===== src/rtl/tpiu_pkg.sv =====
// Shared constants for the TPIU frame builder: sync patterns and frame geometry.
package tpiu_pkg;
    localparam logic [15:0] SYNC_HI         = 16'hFFFF;
    localparam logic [15:0] SYNC_LO         = 16'h7FFF;
    localparam logic [15:0] HALFSYNC        = 16'h7FFF;
    localparam int          WORDS_PER_FRAME = 8;
    localparam int          WCNT_W          = 3;
endpackage


===== src/rtl/tpiu_sync_window.sv =====
// One-word holding window over the trace stream: detects full/half sync on {prev,cur}
// and presents prev for emission. Optional build macro: HALFSYNC_FILTER_EN.
module tpiu_sync_window
    import tpiu_pkg::*;
(
    input  logic        wrClk,
    input  logic        rst,
    input  logic        wdAvail_i,
    input  logic [15:0] wd_i,
    input  logic        synced_i,
    input  logic        clrPrev_i,
    output logic        isFullSync_o,
    output logic        isHalfSync_o,
    output logic        emitValid_o,
    output logic [15:0] emitWd_o
);
`ifdef HALFSYNC_FILTER_EN
    localparam bit DROP_HALF = 1'b1;
`else
    localparam bit DROP_HALF = 1'b0;
`endif

    logic [15:0] prev_q, prev_d;
    logic        prevValid_q, prevValid_d;
    logic        halfDrop;

    assign isFullSync_o = wdAvail_i && prevValid_q && (prev_q == SYNC_HI) && (wd_i == SYNC_LO);
    assign isHalfSync_o = wdAvail_i && (wd_i == HALFSYNC) && !isFullSync_o;
    assign halfDrop     = isHalfSync_o && DROP_HALF;
    assign emitValid_o  = wdAvail_i && prevValid_q && synced_i && !isFullSync_o && !halfDrop;
    assign emitWd_o     = prev_q;

    // A dropped half-sync leaves the held word untouched so it still goes out in order.
    always_comb begin
        prev_d      = prev_q;
        prevValid_d = prevValid_q;
        if (clrPrev_i) begin
            prevValid_d = 1'b0;
        end else if (wdAvail_i) begin
            if (isFullSync_o) begin
                prevValid_d = 1'b0;
            end else if (!halfDrop) begin
                prev_d      = wd_i;
                prevValid_d = 1'b1;
            end
        end
    end

    always_ff @(posedge wrClk) begin
        if (rst) begin
            prev_q      <= '0;
            prevValid_q <= 1'b0;
        end else begin
            prev_q      <= prev_d;
            prevValid_q <= prevValid_d;
        end
    end
endmodule


===== src/rtl/tpiu_frame_builder.sv =====
// TPIU frame builder: strips full-frame sync, groups data into 8-word frames and drives
// the packet buffer handshake. Optional build macro: HALFSYNC_FILTER_EN (in tpiu_sync_window).
module tpiu_frame_builder
    import tpiu_pkg::*;
#(
    parameter int MAX_NOSYNC_FRAMES = 1023,
    parameter int NOSYNC_CNT_W      = 10
) (
    input  logic        wrClk,
    input  logic        rst,
    input  logic        TraceWdAvail,
    input  logic [15:0] TraceWd,
    output logic        WdAvail,
    output logic [15:0] PacketWd,
    output logic        PacketCommit,
    output logic        PacketReset,
    output logic        Synced,
    output logic [7:0]  SyncLossCnt
);
    localparam logic [NOSYNC_CNT_W-1:0] MAX_C  = NOSYNC_CNT_W'(MAX_NOSYNC_FRAMES);
    localparam logic [WCNT_W-1:0]       LAST_W = WCNT_W'(WORDS_PER_FRAME - 1);

    logic                    wdAvail_q, wdAvail_d;
    logic [15:0]             packetWd_q, packetWd_d;
    logic                    commit_q, commit_d;
    logic                    pktReset_q, pktReset_d;
    logic                    synced_q, synced_d;
    logic [7:0]              lossCnt_q, lossCnt_d;
    logic [WCNT_W-1:0]       wordCnt_q, wordCnt_d;
    logic [NOSYNC_CNT_W-1:0] nosync_q, nosync_d, nosyncInc;
    logic                    commitPend_q, commitPend_d;
    logic                    clrPrev;
    logic                    isFullSync, isHalfSync, emitValid;
    logic [15:0]             emitWd;

    tpiu_sync_window u_win (
        .wrClk       (wrClk),
        .rst         (rst),
        .wdAvail_i   (TraceWdAvail),
        .wd_i        (TraceWd),
        .synced_i    (synced_q),
        .clrPrev_i   (clrPrev),
        .isFullSync_o(isFullSync),
        .isHalfSync_o(isHalfSync),
        .emitValid_o (emitValid),
        .emitWd_o    (emitWd)
    );

    assign nosyncInc = (nosync_q == '1) ? nosync_q : nosync_q + 1'b1;

    // Commit lands the cycle after the last word; input spacing guarantees no word arrives then.
    always_comb begin
        wdAvail_d    = 1'b0;
        packetWd_d   = packetWd_q;
        commit_d     = 1'b0;
        pktReset_d   = 1'b0;
        synced_d     = synced_q;
        lossCnt_d    = lossCnt_q;
        wordCnt_d    = wordCnt_q;
        nosync_d     = nosync_q;
        commitPend_d = 1'b0;
        clrPrev      = 1'b0;
        if (isFullSync) begin
            synced_d = 1'b1;
            nosync_d = '0;
            if (wordCnt_q != '0) begin
                pktReset_d = 1'b1;
                wordCnt_d  = '0;
            end
        end else if (emitValid) begin
            wdAvail_d    = 1'b1;
            packetWd_d   = emitWd;
            wordCnt_d    = wordCnt_q + 1'b1;
            commitPend_d = (wordCnt_q == LAST_W);
        end
        if (commitPend_q) begin
            commit_d = 1'b1;
            nosync_d = nosyncInc;
            if ((MAX_NOSYNC_FRAMES != 0) && (nosyncInc >= MAX_C)) begin
                synced_d  = 1'b0;
                clrPrev   = 1'b1;
                lossCnt_d = (lossCnt_q == 8'hFF) ? lossCnt_q : lossCnt_q + 8'd1;
            end
        end
    end

    always_ff @(posedge wrClk) begin
        if (rst) begin
            wdAvail_q    <= 1'b0;
            packetWd_q   <= '0;
            commit_q     <= 1'b0;
            pktReset_q   <= 1'b0;
            synced_q     <= 1'b0;
            lossCnt_q    <= '0;
            wordCnt_q    <= '0;
            nosync_q     <= '0;
            commitPend_q <= 1'b0;
        end else begin
            wdAvail_q    <= wdAvail_d;
            packetWd_q   <= packetWd_d;
            commit_q     <= commit_d;
            pktReset_q   <= pktReset_d;
            synced_q     <= synced_d;
            lossCnt_q    <= lossCnt_d;
            wordCnt_q    <= wordCnt_d;
            nosync_q     <= nosync_d;
            commitPend_q <= commitPend_d;
        end
    end

    assign WdAvail      = wdAvail_q;
    assign PacketWd     = packetWd_q;
    assign PacketCommit = commit_q;
    assign PacketReset  = pktReset_q;
    assign Synced       = synced_q;
    assign SyncLossCnt  = lossCnt_q;
endmodule

===== config.mk =====
export PLATFORM = sky130hd
export DESIGN_NAME = tpiu_frame_builder
export DESIGN_NICKNAME = d
export VERILOG_FILES = /design/src/rtl/tpiu_pkg.sv /design/src/rtl/tpiu_sync_window.sv /design/src/rtl/tpiu_frame_builder.sv
export SDC_FILE = /design/constraint.sdc
export NUM_CORES = 1
export LEC_CHECK = 0
export ABC_AREA = 1
export BUFFER_PORTS_ARGS = -buffer_cell sky130_fd_sc_hd__buf_2
export CAP_MARGIN = 20
export CORE_UTILIZATION = 51
export DETAILED_ROUTE_END_ITERATION = 12
export PLACE_DENSITY = 0.76
export SYNTH_ARGS = -nofsm -noshare
export SYNTH_HDL_FRONTEND = slang
export SYNTH_HIERARCHICAL = 1
export SYNTH_SLANG_ARGS = --single-unit

===== constraint.sdc =====
create_clock -name wrClk -period 2.5 [get_ports wrClk]
set_input_delay 0.5 -clock wrClk [delete_from_list [all_inputs] [get_ports wrClk]]
set_output_delay 0.5 -clock wrClk [all_outputs]
set_load 0.05 [all_outputs]

==> metrics <==
Worst Min Path Start=u_win/prevValid_q; Hold Crit Depth=2; Reg clk slew, reported paths=60 ps; critical path arrival=2580 ps; Syn-to-layout area delta=18.3%; worst slew pin tran=407 ps; diode count=0; Reg-to-Reg Start=nosync_q[0]; IO Count=47; Req. time, crit path=2730 ps; Detail Route Antenna Nets=0; first-pass GRT wire length=11.3 mm; Setup Skew=6.20 ps; Crit path max-delay family=simple AND/OR/NAND/NOR gates; number of global-route vias before repair=2,613; RePlAce Congestion=0.891; Post-Layout Inst Area=0.00362 mm^2; Via density=4.87; Final Max Slew Viols=0; fillers=501; fmax=426 MHz; Critical Path End Type=flop; initial antenna violation count=0; Port Buffers=46; Tot Pwr=1950 uW; fin nets=553; final HPWL from detailed placement=4.65 mm; min cycle time layout=2350 ps; Slew HR=72.9%; worst hold path type=flop to flop; R2R setup slack=150 ps; die height=79.4 um; CTS tree=built; Remaining DRCs=0; routed len/inst=11.3 um; Worst-Skew Late Latency=340 ps; grt total ovfl=0; Crit-path slowest cell=dfxtp_1; Longest Clk Path Bufs=2; CP bufs+invs=4; layout cell share with drive strength beyond 1=16.5%; dpl cell area=0.00336 mm^2; Final Cycle Share=93.9%; Post-Syn Area=0.00306 mm^2; clk sinks=59; Initial Util=54.2%; crit-path max cell delay=340 ps; Max-cap violations=0; PwrDens=539 mW/mm^2; crit path launch type=flop; most used cell along the critical path=nand2_1; H-tree depth=3; CTS buffer count=9; Die X=79.4 um; Hold Violations, Final=0; Total Routing Usage GR=23.2%; maximum fanout along the worst path=16; Hold Path End=u_win/prevValid_q; 1st-iter DRT viols=136; DRT Wirelength=6.81 mm; Clk Tree Root Cell=clkbuf_8; post-layout util=64.1%; R2R depth=14; Hold-fix buffers, CTS=0; worst path cell trace=ha_1 > nand2_1 > nor2_4 > nand3_4 > buf_4 > nand2_1 > nand2_1 > nor4_2 > clkinv_1 > nand3_1 > buf_6 > nand2_1 > inv_1 > nor2_1; Placeable Area=0.00564 mm^2; num rows=27; first drt pass iteration count=6; Final setup viols=0; WS Path Type=flop to flop; Synth Warn #=6; leakage power=0.00190 uW; Vias=2,949; largest net degree at the start of global routing=20; total die area=0.00631 mm^2; status=finished clean; syn avg cell area=6.46 um^2; R2R Path End=u_win/emitWd_o[1]; Syn Nets=497; Worst IR Drop VDD=364 uV; cells after synthesis=473
==> what timing repair did <==
action,in CTS,in global routing
pin swaps,0,1
endpoints found under the setup margin,16,17
setup buffers,0,5
resized for setup,3,2
==> worst max path at each step <==
stage,end,cells past startpoint,start
floorplan,u_win/emitWd_o[10],14,nosync_q[0]
global placement,u_win/emitWd_o[8],13,nosync_q[0]
detailed placement,u_win/emitWd_o[5],15,nosync_q[0]
CTS,u_win/emitWd_o[5],15,nosync_q[0]
global route,u_win/emitWd_o[5],14,nosync_q[0]
finish,u_win/emitWd_o[1],14,nosync_q[0]
==> per-layer routing <==
layer | wire (um) | vias up | track usage, %
li1 | - | 1554 | -
met1 | 3060 | 1273 | 28.7
met2 | 3190 | 107 | 37.2
met3 | 404 | 15 | 6.51
met4 | 159 | 0 | 10.7
met5 | 0 | - | 0
==> cell type report <==
class	count	area (um^2)	share of cell area (%)
well taps	72	90.1	2.49
repair buffers	60	339	9.37
flip-flops and latches	59	1180	32.7
clock inverters	2	35.0	0.969
multi-input cells	307	1470	40.6
clock buffers	13	159	4.39
inverters	92	345	9.55
==> cell usage in the layout, fill, tap and decap left out, types with 5 or more instances in the layout <==
master / count
nand2_1: 125
ha_1: 5
dfxtp_1: 59
buf_2: 46
buf_4: 13
nand3_1: 14
clkbuf_8: 11
o21ai_0: 26
inv_1: 86
a21oi_1: 5
nand4_1: 25
nor2_1: 80
==> where the power goes <==
part,switching (uW),internal [uW]
sequential,13.4,960
clock,357,508
combinational,67.0,42.8
total,437,1510
==> flip-flops by register name (all words and copies together) (netlist names) <==
| signal | cells |
|---|---|
| PacketCommit | 1 |
| Synced | 1 |
| PacketWd | 16 |
| commitPend_q | 1 |
| PacketReset | 1 |
| SyncLossCnt | 8 |
| nosync_q | 10 |
| wordCnt_q | 3 |
| u_win/emitWd_o | 16 |
| u_win/prevValid_q | 1 |
| WdAvail | 1 |
==> per-stage QoR <==
stage / hold WS (ps) / setup WS, ps / instances / setup TNS (ps)
global placement: 448 / 120 / 585 / 0
global route: 499 / -53.1 / 605 / -474
floorplan: 440 / 158 / 473 / 0
detailed placement: 452 / 1.87 / 585 / 0
CTS: 462 / 59.4 / 600 / 0
finish: 465 / 152 / 605 / 0
==> worst register-to-register path: stages (launching register included) <==
cell      delay (ps)
dfxtp_1          340
ha_1             190
nand2_1          120
nor2_4           180
nand3_4          140
buf_4            170
nand2_1          130
nand2_1          100
nor4_2           280
clkinv_1         140
nand3_1          120
buf_6            170
nand2_1           70
inv_1             50
nor2_1            40
Power figures use the tool's default switching activity.
